$ cat src/rtl/inst_fetch.sv
// -----------------------------------------------------------------------------
// inst_fetch
//
// Instruction fetch unit. Reads opcode and argument bytes from byte-wide
// program memory (non-pipelined req/ack) and assembles 16-bit instruction
// words {opcode, arg}. Opcode bit 7 set means a 2-byte instruction; clear
// means a 1-byte instruction whose arg is 8'h00. One instruction at a time
// is offered to the decoder under a valid/ready handshake. A redirect loads
// a new PC and abandons any fetch in progress.
//
// Optional feature macro: INST_FETCH_PREFETCH_EN
//   When defined, the unit fetches the next opcode byte into a 1-byte buffer
//   while holding an instruction. This allows back-to-back issue of 1-byte
//   instructions.
//
// Parameters:
//   ADDR_W       program address width, PC wraps modulo 2^ADDR_W
//
// Ports:
//   clk          clock, rising edge
//   rst          asynchronous active-high reset
//   fetch_en     permits starting a new instruction fetch
//   mem_req      byte read request (combinational from state/pc/fetch_en)
//   mem_addr     byte address (always the current pc)
//   mem_ack      read complete this cycle (ignored unless mem_req)
//   mem_rdata    read data, valid with mem_ack
//   redirect     load redirect_pc as the new pc, flush everything
//   redirect_pc  new pc value
//   inst_valid   inst/inst_pc hold a complete instruction (registered)
//   inst         {opcode, arg} (registered)
//   inst_pc      address of the opcode byte (registered)
//   inst_ready   consumer accepts the instruction this cycle
// -----------------------------------------------------------------------------
module inst_fetch #(
  parameter int ADDR_W = 16
) (
  input  logic              clk,
  input  logic              rst,
  input  logic              fetch_en,
  output logic              mem_req,
  output logic [ADDR_W-1:0] mem_addr,
  input  logic              mem_ack,
  input  logic [7:0]        mem_rdata,
  input  logic              redirect,
  input  logic [ADDR_W-1:0] redirect_pc,
  output logic              inst_valid,
  output logic [15:0]       inst,
  output logic [ADDR_W-1:0] inst_pc,
  input  logic              inst_ready
);

  typedef enum logic [1:0] {
    FETCH_HI = 2'd0,
    FETCH_LO = 2'd1,
    HOLD     = 2'd2
  } state_t;

  state_t            state_q;
  logic [ADDR_W-1:0] pc_q;
  logic [15:0]       inst_q;
  logic [ADDR_W-1:0] inst_pc_q;
  logic              inst_valid_q;

  logic [ADDR_W-1:0] pc_inc;
  logic              rd_done;

`ifdef INST_FETCH_PREFETCH_EN
  logic [7:0]        pbuf_q;
  logic              pbuf_full_q;
  logic [7:0]        nxt_op;
  logic [ADDR_W-1:0] nxt_op_pc;

  // Opcode for the next instruction on acceptance: the buffered byte if one
  // is held, otherwise the byte arriving this very cycle. A buffered byte was
  // read at pc-1 because pc already advanced past it.
  assign nxt_op    = pbuf_full_q ? pbuf_q : mem_rdata;
  assign nxt_op_pc = pbuf_full_q ? (pc_q - ADDR_W'(1)) : pc_q;
`endif

  assign pc_inc = pc_q + ADDR_W'(1);

  always_comb begin
    mem_req = 1'b0;
    case (state_q)
      FETCH_HI: mem_req = fetch_en;
      // A started instruction always completes, regardless of fetch_en.
      FETCH_LO: mem_req = 1'b1;
`ifdef INST_FETCH_PREFETCH_EN
      HOLD:     mem_req = fetch_en & ~pbuf_full_q;
`else
      HOLD:     mem_req = 1'b0;
`endif
      default:  mem_req = 1'b0;
    endcase
    // Keep the bus quiet while reset is held.
    if (rst) mem_req = 1'b0;
  end

  assign mem_addr = pc_q;
  // Acks that arrive without an outstanding request are ignored.
  assign rd_done  = mem_req & mem_ack;

  always_ff @(posedge clk or posedge rst) begin
    if (rst) begin
      state_q      <= FETCH_HI;
      pc_q         <= '0;
      inst_q       <= '0;
      inst_pc_q    <= '0;
      inst_valid_q <= 1'b0;
`ifdef INST_FETCH_PREFETCH_EN
      pbuf_q       <= '0;
      pbuf_full_q  <= 1'b0;
`endif
    end else if (redirect) begin
      // Redirect wins over everything; same-cycle read data is dropped.
      pc_q         <= redirect_pc;
      state_q      <= FETCH_HI;
      inst_valid_q <= 1'b0;
`ifdef INST_FETCH_PREFETCH_EN
      pbuf_full_q  <= 1'b0;
`endif
    end else begin
      case (state_q)
        FETCH_HI: begin
          if (rd_done) begin
            inst_q[15:8] <= mem_rdata;
            inst_pc_q    <= pc_q;
            pc_q         <= pc_inc;
            if (!mem_rdata[7]) begin
              inst_q[7:0]  <= 8'h00;
              state_q      <= HOLD;
              inst_valid_q <= 1'b1;
            end else begin
              state_q      <= FETCH_LO;
            end
          end
        end

        FETCH_LO: begin
          if (rd_done) begin
            inst_q[7:0]  <= mem_rdata;
            pc_q         <= pc_inc;
            state_q      <= HOLD;
            inst_valid_q <= 1'b1;
          end
        end

        HOLD: begin
`ifdef INST_FETCH_PREFETCH_EN
          if (inst_ready) begin
            if (pbuf_full_q || rd_done) begin
              // Next opcode is already available: start the next
              // instruction straight away.
              inst_q      <= {nxt_op, 8'h00};
              inst_pc_q   <= nxt_op_pc;
              pbuf_full_q <= 1'b0;
              if (!pbuf_full_q) pc_q <= pc_inc;
              if (nxt_op[7]) begin
                state_q      <= FETCH_LO;
                inst_valid_q <= 1'b0;
              end else begin
                state_q      <= HOLD;
                inst_valid_q <= 1'b1;
              end
            end else begin
              state_q      <= FETCH_HI;
              inst_valid_q <= 1'b0;
            end
          end else if (rd_done) begin
            pbuf_q      <= mem_rdata;
            pbuf_full_q <= 1'b1;
            pc_q        <= pc_inc;
          end
`else
          if (inst_ready) begin
            state_q      <= FETCH_HI;
            inst_valid_q <= 1'b0;
          end
`endif
        end

        default: begin
          state_q      <= FETCH_HI;
          inst_valid_q <= 1'b0;
        end
      endcase
    end
  end

  assign inst_valid = inst_valid_q;
  assign inst       = inst_q;
  assign inst_pc    = inst_pc_q;

endmodule
$ cat config.mk
export PLATFORM = sky130hd
export DESIGN_NAME = inst_fetch
export DESIGN_NICKNAME = d
export VERILOG_FILES = /design/src/rtl/inst_fetch.sv
export SDC_FILE = /design/constraint.sdc
export NUM_CORES = 1
export LEC_CHECK = 0
export ABC_CLOCK_PERIOD_IN_PS = 3400
export BUFFER_PORTS_ARGS = -buffer_cell sky130_fd_sc_hd__buf_2
export CAP_MARGIN = 30
export CORE_MARGIN = 2
export CORE_UTILIZATION = 25
export DETAILED_ROUTE_END_ITERATION = 6
export PLACE_DENSITY = 0.45
export SYNTH_ARGS = -nofsm -noshare
export SYNTH_HDL_FRONTEND = slang
export SYNTH_SLANG_ARGS = --single-unit
$ cat constraint.sdc
create_clock -name clk -period 3.4 [get_ports clk]
set_clock_uncertainty 0.15 [all_clocks]
set_input_delay 0.68 -clock clk [delete_from_list [all_inputs] [get_ports clk]]
set_output_delay 0.68 -clock clk [all_outputs]
set_load 0.03 [all_outputs]
==> reports/results.ini, run 1 <==
[layout]
fillers = 994
final_nets = 321
syn2layout_area_growth_pct = 25.8
n_antenna_cell = 0
drive_gt1_frac = 0.426

[placement]
port_buffers = 79
place.gp.congestion = 0.718
dpl.hpwl_mm = 4.51

[yosys]
ys_seq_area_frac = 0.534
yosys-mux-area-fraction = 0.159
synth_seq_cells = 51
synth_top_area_cell = dfrtp_1
synth_area_leaders = dfrtp_1 (53%), mux2_2 (11%), mux2i_1 (4.6%)
synth_compound_gate_area_share = 0.0774
synthXorXnorAreaFrac = 0.0183
yosys.area_share.simple = 0.158
syn_inst = 211
synth_fp_nets = 242
syn_avg_cell_area_um2 = 11.3
synth_edf_count = 0
synth_top_family_by_area = multiplexers
synth_adder_area_share = 0.00523
ys_types = 39
async_flop_share = 1.00
synth.cell_area_mm2 = 0.00239
ys.warnings.count = 0
synthTopCellsByCount = dfrtp_1 (51), mux2_2 (23), nand2_1 (20)
synth_top_area_share = 0.534
ys.flop_type = dfrtp_1
synthMostInstantiatedCell = dfrtp_1

[timing]
period_minus_slack_ns = 2.38
slew_violations = 0
finalSetupViolCount = 0
timing.slew.headroom = 0.567
hold_viol = 0
setup_tns_ns = 0
period_share = 0.700
max_freq_mhz = 420
worst_pin_slew_ns = 0.649
rsz0062_at_grt = false

[floorplanning]
rows = 35
die_x_um = 102
coreArea_mm2 = 0.00924
start_util = 0.259
die-area_mm2 = 0.0104
dieHeight_um = 102
io_pins = 80

[pwr]
power_density_mw_per_mm2 = 590
p_sw_mw = 0.698
p_leak_nw = 1.36
p_int_mw = 1.07
clkPwrFrac = 0.210
p_seq_frac = 0.461
p_sw_frac = 0.394
p_total_mw = 1.77
peakVddDrop_uv = 256
power_frac_comb = 0.329

[setup_path]
endpoint_kind = flip-flop
rr_endpoint = inst[9]
cp-startpoint = state_q[1]
crit_end = inst[9]
reg2reg_depth = 5
cp-start-kind = flip-flop
required_ns = 3.45
worst_r2r_startpoint = state_q[1]
worst-path-max-fanout = 24
r2r_slack_ns = 1.02
worstSetupPathType = reg2reg
arrival_ns = 2.43

[global_route]
grt_pass1_vias = 1921
grt_pass1_wl_mm = 9.86
gr-usage-all-layers = 0.123
grt_overflow = 0
grt_antenna_before_repair = 0
grt_max_degree = 29

[detailed_routing]
totalWireLength_mm = 6.06
vias = 1883
drt-initial-drc-count = 51
postRouteAntennaNets = 0
wl_per_cell_um = 14.4
first_pass_iters = 6
vias_per_cell = 4.48
drc = 0

[outcome]
status = completed

[min_path]
hold_path.class = in2async

[clock_network]
cts_buffers = 5
cts.reportedPaths.clkPinSlew_ns = 0.11
post_cts_buffers = 0
cts_num_sinks = 51
htree_levels = 2
root_buffer = clkbuf_8
cts-resized-gates = 0
clk_latency_ns = 0.31
tritoncts = yes
cts_buffer_depth = 2
cts_hold_buf = 0

[run]
drv_cap = 0

==> worst min path at each step <==
stage,startpoint,endpoint,slack [ns],cells after the start
6_report,rst,mem_addr[0],0.32,2
3_5_place_dp,inst_pc[9],inst_pc[9],0.33,1
5_1_grt,rst,mem_addr[14],0.35,2
4_1_cts,rst,mem_addr[14],0.33,2
3_3_place_gp,inst_pc[9],inst_pc[9],0.32,1
2_1_floorplan,state_q[1],state_q[0],0.39,2
==> placed cells by master, fill, tap and decap left out, drive strengths merged, types with 2 or more instances in the layout <==
cell type and instances:
nor2 13, xor2 4, or4 7, or2 2, a31oi 10, mux2 24, nor4 2, nand3 2
dfrtp 51, mux2i 11, o31ai 6, clkbuf 5, nand4 8, buf 82, and4 2, inv 16
nand2 20, or3 5, nor3 2, o21ai 10
==> cell type report <==
class / instances / area, um^2 / share of cell area
clock inverters: 3 / 26.3 / 0.00874
well taps: 129 / 161 / 0.0537
clock buffers: 5 / 68.8 / 0.0229
inverters: 14 / 52.6 / 0.0175
repair buffers: 82 / 418 / 0.139
multi-input cells: 136 / 1000 / 0.334
flip-flops and latches: 51 / 1280 / 0.424
==> state kept, by name, indices dropped and copies added (netlist names) <==
register	count
inst	16
inst_valid	1
state_q	2
mem_addr	16
inst_pc	16
==> worst max-delay path: stages (launching register included) <==
cell,delay [ns]
dfrtp_1,0.53
nor2_2,0.28
nand3_2,0.31
nor4_4,0.22
buf_4,0.37
mux2_2,0.38
==> cells by family (layout without fill, tap and decap cells) <==
logic type                 count (synthesis)  count (layout)
and+or+nand+nor                           66              66
DFF                                       51              51
muxes                                     35              35
AOI/OAI and AO/OA                         29              29
buffers and inverters                     24             104
xor gates and xnor gates                   5               5
adders and majority gates                  1               1
==> power groups by stage <==
stage          Sequential (mW)  Combinational (mW)  Clock (mW)
3_3_place_gp             0.834               0.586           0
4_1_cts                  0.822               0.594       0.389
2_1_floorplan             1.07               0.159           0
3_5_place_dp             0.834               0.593           0
5_1_grt                  0.842               0.632       0.422
6_report                 0.818               0.584       0.372
==> layer usage <==
layer	vias up	GRT usage	wire, um	share of wire
met3	4	0.0283	335	0.055
met5	-	0	0	0
li1	907	-	-	-
met1	926	0.174	2830	0.47
met4	0	0.0343	64	0.011
met2	46	0.187	2830	0.47
==> stage by stage <==
| stage | instance area [um^2] | std cells | hold WS [ns] | utilization | setup WS (ns) |
|---|---|---|---|---|---|
| finish | 3010 | 420 | 0.316 | 0.326 | 1.02 |
| global route | 3010 | 420 | 0.353 | 0.326 | 0.875 |
| CTS | 3010 | 420 | 0.330 | 0.326 | 0.998 |
| detailed placement | 2910 | 412 | 0.328 | 0.315 | 0.806 |
| global placement | 2910 | 412 | 0.322 | 0.315 | 0.861 |
| floorplan | 2390 | 211 | 0.391 | - | 1.19 |
Power figures use the tool's default switching activity.
==> run 2, diff against run 1 <==
- ABC_AREA: default -> 1
- ABC_CLOCK_PERIOD_IN_PS: 3400 -> 2350
- clock period: 3.4 -> 2.35 ns (I/O delays scaled with it)
==> run 2 against run 1 <==
Flip-flop and latch count is the same. Register-to-register slack lost 0.52 ns. Global-route usage grew 1.4 points. Total power grew 58%. Routed wire length grew 24%. Critical path type unchanged. Largest power group unchanged.
==> reports/results.ini, run 2 <==
[layout]
drive_gt1_frac = 0.276  ; -0.150
final_cell_mix = nand2_1 (130), buf_2 (79), dfrtp_1 (51), nor2_1 (31), nand3_1 (26)
layout_commonest_cell = nand2_1
n_antenna_cell = 0  ; unchanged
final_nets = 443  ; +38%
stdcell_area_mm2 = 0.00320  ; +6.4%
syn2layout_area_growth_pct = 23.6

[clock_network]
cts_hold_buf = 0  ; unchanged
htree_levels = 2  ; unchanged
cts_buffer_depth = 2  ; unchanged
cts_num_sinks = 51  ; unchanged
tritoncts = yes
post_cts_buffers = 0  ; unchanged
cts_buffers = 5  ; unchanged
clk_latency_ns = 0.30  ; about the same
cts-resized-gates = 0  ; unchanged
root_buffer = clkbuf_8
cts.reportedPaths.clkPinSlew_ns = 0.10  ; about the same

[setup_path]
endpoint_kind = flip-flop
r2r_slack_ns = 0.50  ; -0.52 ns
arrival_ns = 1.91  ; -0.52 ns
crit_end = mem_addr[14]
worst-path-max-fanout = 6  ; -75%
reg2reg_depth = 8  ; +3
cp-start-kind = flip-flop
rr_endpoint = mem_addr[14]
cp-startpoint = mem_addr[1]
required_ns = 2.41  ; -1.04 ns
worst_r2r_startpoint = mem_addr[1]
worstSetupPathType = reg2reg

[outcome]
status = completed

[floorplanning]
die-area_mm2 = 0.0112  ; +7.9%
rows = 37  ; +5.7%
dieHeight_um = 106  ; +3.9%
io_pins = 80  ; unchanged
start_util = 0.254  ; -0.00471
coreArea_mm2 = 0.0102  ; +10%
die_x_um = 106  ; +3.9%

[pwr]
p_leak_nw = 1.76  ; +30%
p_seq_frac = 0.435  ; -0.026
power_frac_comb = 0.381  ; +0.052
peakVddDrop_uv = 289  ; +13%
p_int_mw = 1.58  ; +47%
p_sw_mw = 1.22  ; +74%
power_density_mw_per_mm2 = 873  ; +48%
p_sw_frac = 0.435  ; +0.0413
p_total_mw = 2.79  ; +58%
clkPwrFrac = 0.183  ; -0.027

[detailed_routing]
totalWireLength_mm = 7.49  ; +24%
vias = 2342  ; +24%
postRouteAntennaNets = 0  ; unchanged
vias_per_cell = 4.27  ; -4.8%
drt-initial-drc-count = 189  ; +270%
drc = 0  ; unchanged
first_pass_iters = 4  ; -2
wl_per_cell_um = 13.6  ; -5.4%

[timing]
slew_violations = 0  ; unchanged
rsz0062_at_grt = false
setup_tns_ns = 0  ; unchanged
worst_pin_slew_ns = 0.646  ; -0.00385 ns
period_minus_slack_ns = 1.85  ; -0.531 ns
fin_ws_ns = 0.500  ; -0.519 ns
max_freq_mhz = 540  ; +29%
finalSetupViolCount = 0  ; unchanged
hold_viol = 0  ; unchanged
fin_hold_ws_ns = 0.0950  ; -0.221 ns
timing.slew.headroom = 0.569  ; +0.00242
period_share = 0.787  ; +0.0869

[yosys]
synth_compound_gate_area_share = 0.0895  ; +0.0120
ys.warnings.count = 0  ; unchanged
ys_types = 28  ; -28%
synthMostInstantiatedCell = nand2_1
synth_top_area_share = 0.493  ; -0.0405
synth_top_area_cell = dfrtp_1
async_flop_share = 1.00  ; unchanged
synth_fp_nets = 364  ; +50%
ys_seq_area_frac = 0.493  ; -0.0405
synth_area_leaders = dfrtp_1 (49%), nand2_1 (19%), nand3_1 (5.0%)
yosys-mux-area-fraction = 0.00387  ; -0.155
yosys.area_share.simple = 0.322  ; +0.165
ys.flop_type = dfrtp_1
synthXorXnorAreaFrac = 0.0102  ; -0.00816
synth_adder_area_share = 0.00484  ; -0.000397
synth_seq_cells = 51  ; unchanged
syn_avg_cell_area_um2 = 7.77  ; -31%
synth_edf_count = 0  ; unchanged
synth.cell_area_mm2 = 0.00259  ; +8.2%
synthTopCellsByCount = nand2_1 (130), dfrtp_1 (51), nor2_1 (31)
syn_inst = 333  ; +58%
synth_top_family_by_area = simple AND/OR/NAND/NOR gates

[placement]
port_buffers = 79  ; unchanged
pre_cts_slack_ns = 0.325  ; -0.481 ns
dpl.hpwl_mm = 5.58  ; +24%
place.gp.congestion = 0.814  ; +13%
place_area_mm2 = 0.00311  ; +6.9%

[global_route]
grt_pass1_vias = 2236  ; +16%
grt_overflow = 0  ; unchanged
grt_pass1_wl_mm = 12.2  ; +24%
gr-usage-all-layers = 0.137  ; +0.0143
grt_max_degree = 41  ; +41%
grt_antenna_before_repair = 0  ; unchanged

[min_path]
hold_path.class = in2async

[run]
drv_cap = 0  ; unchanged

-- run 2: cell count changes in the layout (fill, tap and decap cells not counted), moves of 6 or more --
| cell | change |
|---|---|
| a31oi_1 | -9 |
| inv_1 | +12 |
| mux2_2 | -23 |
| mux2i_1 | -10 |
| nand2_1 | +110 |
| nand3_1 | +25 |
| nor2_1 | +19 |
| o21ai_2 | +11 |
| o31ai_1 | -6 |
| or4_1 | -7 |
-- run 2: worst min-delay path by stage --
stage / depth (start not counted) / slack, ns / to
CTS: 3 / 0.1 / mem_addr[10]
global route: 3 / 0.11 / state_q[0]
finish: 3 / 0.09 / mem_addr[9]
floorplan: 1 / 0.39 / inst[0]
detailed placement: 2 / 0.31 / inst[14]
global placement: 2 / 0.30 / inst_pc[2]
-- run 2: final cells by class --
class | count | area [um^2]
clock inverter | 2 | 12.5
inverter | 32 | 126
clock buffer | 6 | 72.6
timing repair buffer | 82 | 418
tap | 136 | 170
multi-input combinational | 240 | 1120
fill | 1133 | 6990
sequential | 51 | 1280
-- run 2: worst max-delay path, stage by stage (launching register included) --
cell and delay (ns):
dfrtp_1 0.49, ha_1 0.23, nand3_1 0.21, nor2_1 0.30
nand3_1 0.11, nand2_1 0.07, nand3_1 0.06, nand2_1 0.08
nand2_1 0.04
-- run 2: metrics by stage --
step,instances,utilization
2_1_floorplan,333,-
3_3_place_gp,541,0.306
3_5_place_dp,541,0.306
4_1_cts,549,0.314
5_1_grt,549,0.314
6_report,549,0.314
-- run 2: logic make-up (layout without fill, tap and decap cells) --
| group | after synthesis | in the layout |
|---|---|---|
| AND/OR/NAND/NOR | 199 | 199 |
| flip-flops | 51 | 51 |
| buffers and inverters | 42 | 122 |
| AO/OA/AOI/OAI | 36 | 36 |
| XOR/XNOR | 3 | 3 |
| adder cells (fa/ha/maj) | 1 | 1 |
| multiplexers | 1 | 1 |
-- run 2: per-layer routing --
metal | up-vias | global-route usage | part of all wire
li1 | 1211 | - | -
met1 | 1052 | 0.213 | 0.52
met2 | 70 | 0.195 | 0.43
met3 | 9 | 0.0204 | 0.040
met4 | 0 | 0.0367 | 0.014
met5 | - | 0 | 0
-- run 2: power groups by stage --
stage	logic, mW	clock network, mW	registers, mW
floorplan	0.361	0	1.60
global placement	1.06	0	1.24
detailed placement	1.08	0	1.24
CTS	1.08	0.543	1.22
global route	1.17	0.572	1.25
finish	1.07	0.512	1.22
==> run 3, diff against run 2 <==
- ABC_CLOCK_PERIOD_IN_PS: 2350 -> 1800
- clock period: 2.35 -> 1.8 ns (I/O delays scaled with it)
==> run 3 against run 2 <==
Sequential share of layout area decreased by 1.2 points. First-iteration DRC count down 22%. Clock power rose by 29%. Count of clock-buffer cells in the layout stayed put. Via count increased by 2.3%. Critical path depth shrank 4. Flip-flop and latch count is the same. Routed wire length increased by 0.37%. Register-to-register slack got worse by 0.33 ns. Setup slack lost 0.42 ns. Critical endpoint is now mem_req.
==> reports/results.ini, run 3 (synthesized netlist as in run 2, its figures left out) <==
[outcome]
status = completed

[min_path]
hold_path.class = in2reg
hold_path_depth = 3
hold_end = inst[13]
hold_start = mem_rdata[5]

[setup_path]
rr_endpoint = mem_addr[6]
worst_r2r_startpoint = mem_addr[0]
reg2reg_depth = 7  ; -1
worst-path-max-fanout = 4  ; -2
r2r_slack_ns = 0.17  ; -0.33 ns
cp-start-kind = flip-flop
worstSetupPathType = reg2out
endpoint_kind = primary output
arrival_ns = 1.21  ; -0.70 ns
required_ns = 1.29  ; -1.12 ns

[floorplanning]
io_pins = 80  ; unchanged
dieHeight_um = 106  ; unchanged
die-area_mm2 = 0.0112  ; unchanged
start_util = 0.254  ; unchanged
coreArea_mm2 = 0.0102  ; unchanged
die_x_um = 106  ; unchanged
rows = 37  ; unchanged

[layout]
stdcell_area_mm2 = 0.00330  ; +3.2%
final_nets = 452  ; +2.0%
final_cells = 558  ; +1.6%
fin_util = 0.324  ; +0.0102
regArea_mm2 = 0.00128  ; +0.20%
layout_commonest_cell = nand2_1
multiInputGateArea_mm2 = 0.00114  ; +1.2%
drive_gt1_frac = 0.303  ; +0.0273
final_cell_mix = nand2_1 (130), buf_2 (78), dfrtp_1 (49), nor2_1 (31), inv_1 (25)
n_antenna_cell = 0  ; unchanged
syn2layout_area_growth_pct = 27.7
fillers = 1135  ; +0.18%

[pwr]
peakVddDrop_uv = 293  ; +1.3%
p_total_mw = 3.69  ; +32%
power_density_mw_per_mm2 = 1120  ; +28%
p_leak_nw = 1.81  ; +2.9%

[placement]
dpl.hpwl_mm = 5.77  ; +3.3%
pre_cts_slack_ns = -0.0379  ; -0.363 ns
place_area_mm2 = 0.00319  ; +2.5%
place.gp.congestion = 0.805  ; -1.2%
port_buffers = 79  ; unchanged
place_inst = 548  ; +1.3%

[clock_network]
tritoncts = yes
cts_num_sinks = 51  ; unchanged
root_buffer = clkbuf_8
clk_latency_ns = 0.30  ; about the same
cts_buffer_depth = 2  ; unchanged
cts_buffers = 5  ; unchanged
htree_levels = 2  ; unchanged
cts_hold_buf = 0  ; unchanged
cts.reportedPaths.clkPinSlew_ns = 0.10  ; about the same

[timing]
max_freq_mhz = 581
worst_pin_slew_ns = 0.668  ; +0.0225 ns
rsz0062_at_grt = false
fin_ws_ns = 0.0786  ; -0.421 ns
hold_viol = 0  ; unchanged
period_minus_slack_ns = 1.72
timing.slew.headroom = 0.555  ; -0.0144
finalSetupViolCount = 0  ; unchanged
slew_violations = 0  ; unchanged
period_share = 0.956

[global_route]
met1_usage = 0.195  ; -0.0186
grt_max_degree = 52  ; +27%
grt_pass1_wl_mm = 12.1  ; -0.62%
grt_antenna_before_repair = 0  ; unchanged
use_met3 = 0.0229  ; +0.00247
busiest_layer = met2
gr-usage-all-layers = 0.137  ; +0.000285
grt_overflow = 0  ; unchanged
gr-usage-met2 = 0.217  ; +0.0217
grt_pass1_vias = 2316  ; +3.6%

[detailed_routing]
wl_per_cell_um = 13.5  ; -1.2%
drc = 0  ; unchanged
vias = 2396  ; +2.3%
totalWireLength_mm = 7.52  ; +0.37%
vias_per_cell = 4.29  ; +0.66%
first_pass_iters = 4  ; unchanged
postRouteAntennaNets = 0  ; unchanged
drt-initial-drc-count = 147  ; -22%

[run]
drv_cap = 0  ; unchanged

==> run 3: how the worst max path moves through the flow <==
stage / endpoint / slack (ns) / start
after global routing: mem_req / 0.001 / state_q[0]
after floorplan: mem_addr[2] / -0.34 / rst
final: mem_req / 0.08 / state_q[0]
after global placement: mem_addr[6] / -0.03 / mem_addr[1]
after detailed placement: mem_addr[6] / -0.04 / mem_addr[1]
after CTS: mem_addr[6] / 0.04 / mem_addr[1]
==> run 3: area by class of cell <==
| type | count | area share |
|---|---|---|
| Tap cell | 136 | 0.0515 |
| Sequential cell | 51 | 0.387 |
| Clock buffer | 6 | 0.0220 |
| Clock inverter | 2 | 0.00379 |
| Timing Repair Buffer | 91 | 0.152 |
| Multi-Input combinational cell | 240 | 0.344 |
| Inverter | 32 | 0.0398 |
==> run 3: through the flow <==
step           hold WS (ns)  TNS [ns]
2_1_floorplan         0.278    -15.36
3_3_place_gp          0.300   -0.0498
3_5_place_dp          0.305   -0.0677
4_1_cts               0.118         0
5_1_grt               0.126         0
6_report              0.124         0
==> run 3: routing by layer <==
metal	share of wire	wire length (um)
met1	0.49	3720
met2	0.45	3390
met3	0.040	298
met4	0.015	113
met5	0	0
==> run 3: critical path: stages, from the launching register on <==
cell      delay [ns]
dfrtp_1         0.39
inv_2           0.07
nand2_2         0.08
and3_4          0.18
clkbuf_4        0.18
==> run 3: report_power, final <==
part | switching [mW] | total (mW) | leakage, nW | internal, mW
sequential | 0.186 | 1.58 | 0.638 | 1.40
clock | 0.389 | 0.662 | 0.0412 | 0.273
combinational | 1.01 | 1.44 | 1.13 | 0.428
==> run 3: timing repair <==
item,CTS,global route
resized for setup,1,4
setup endpoints to repair,2,7
setup buffers,0,2
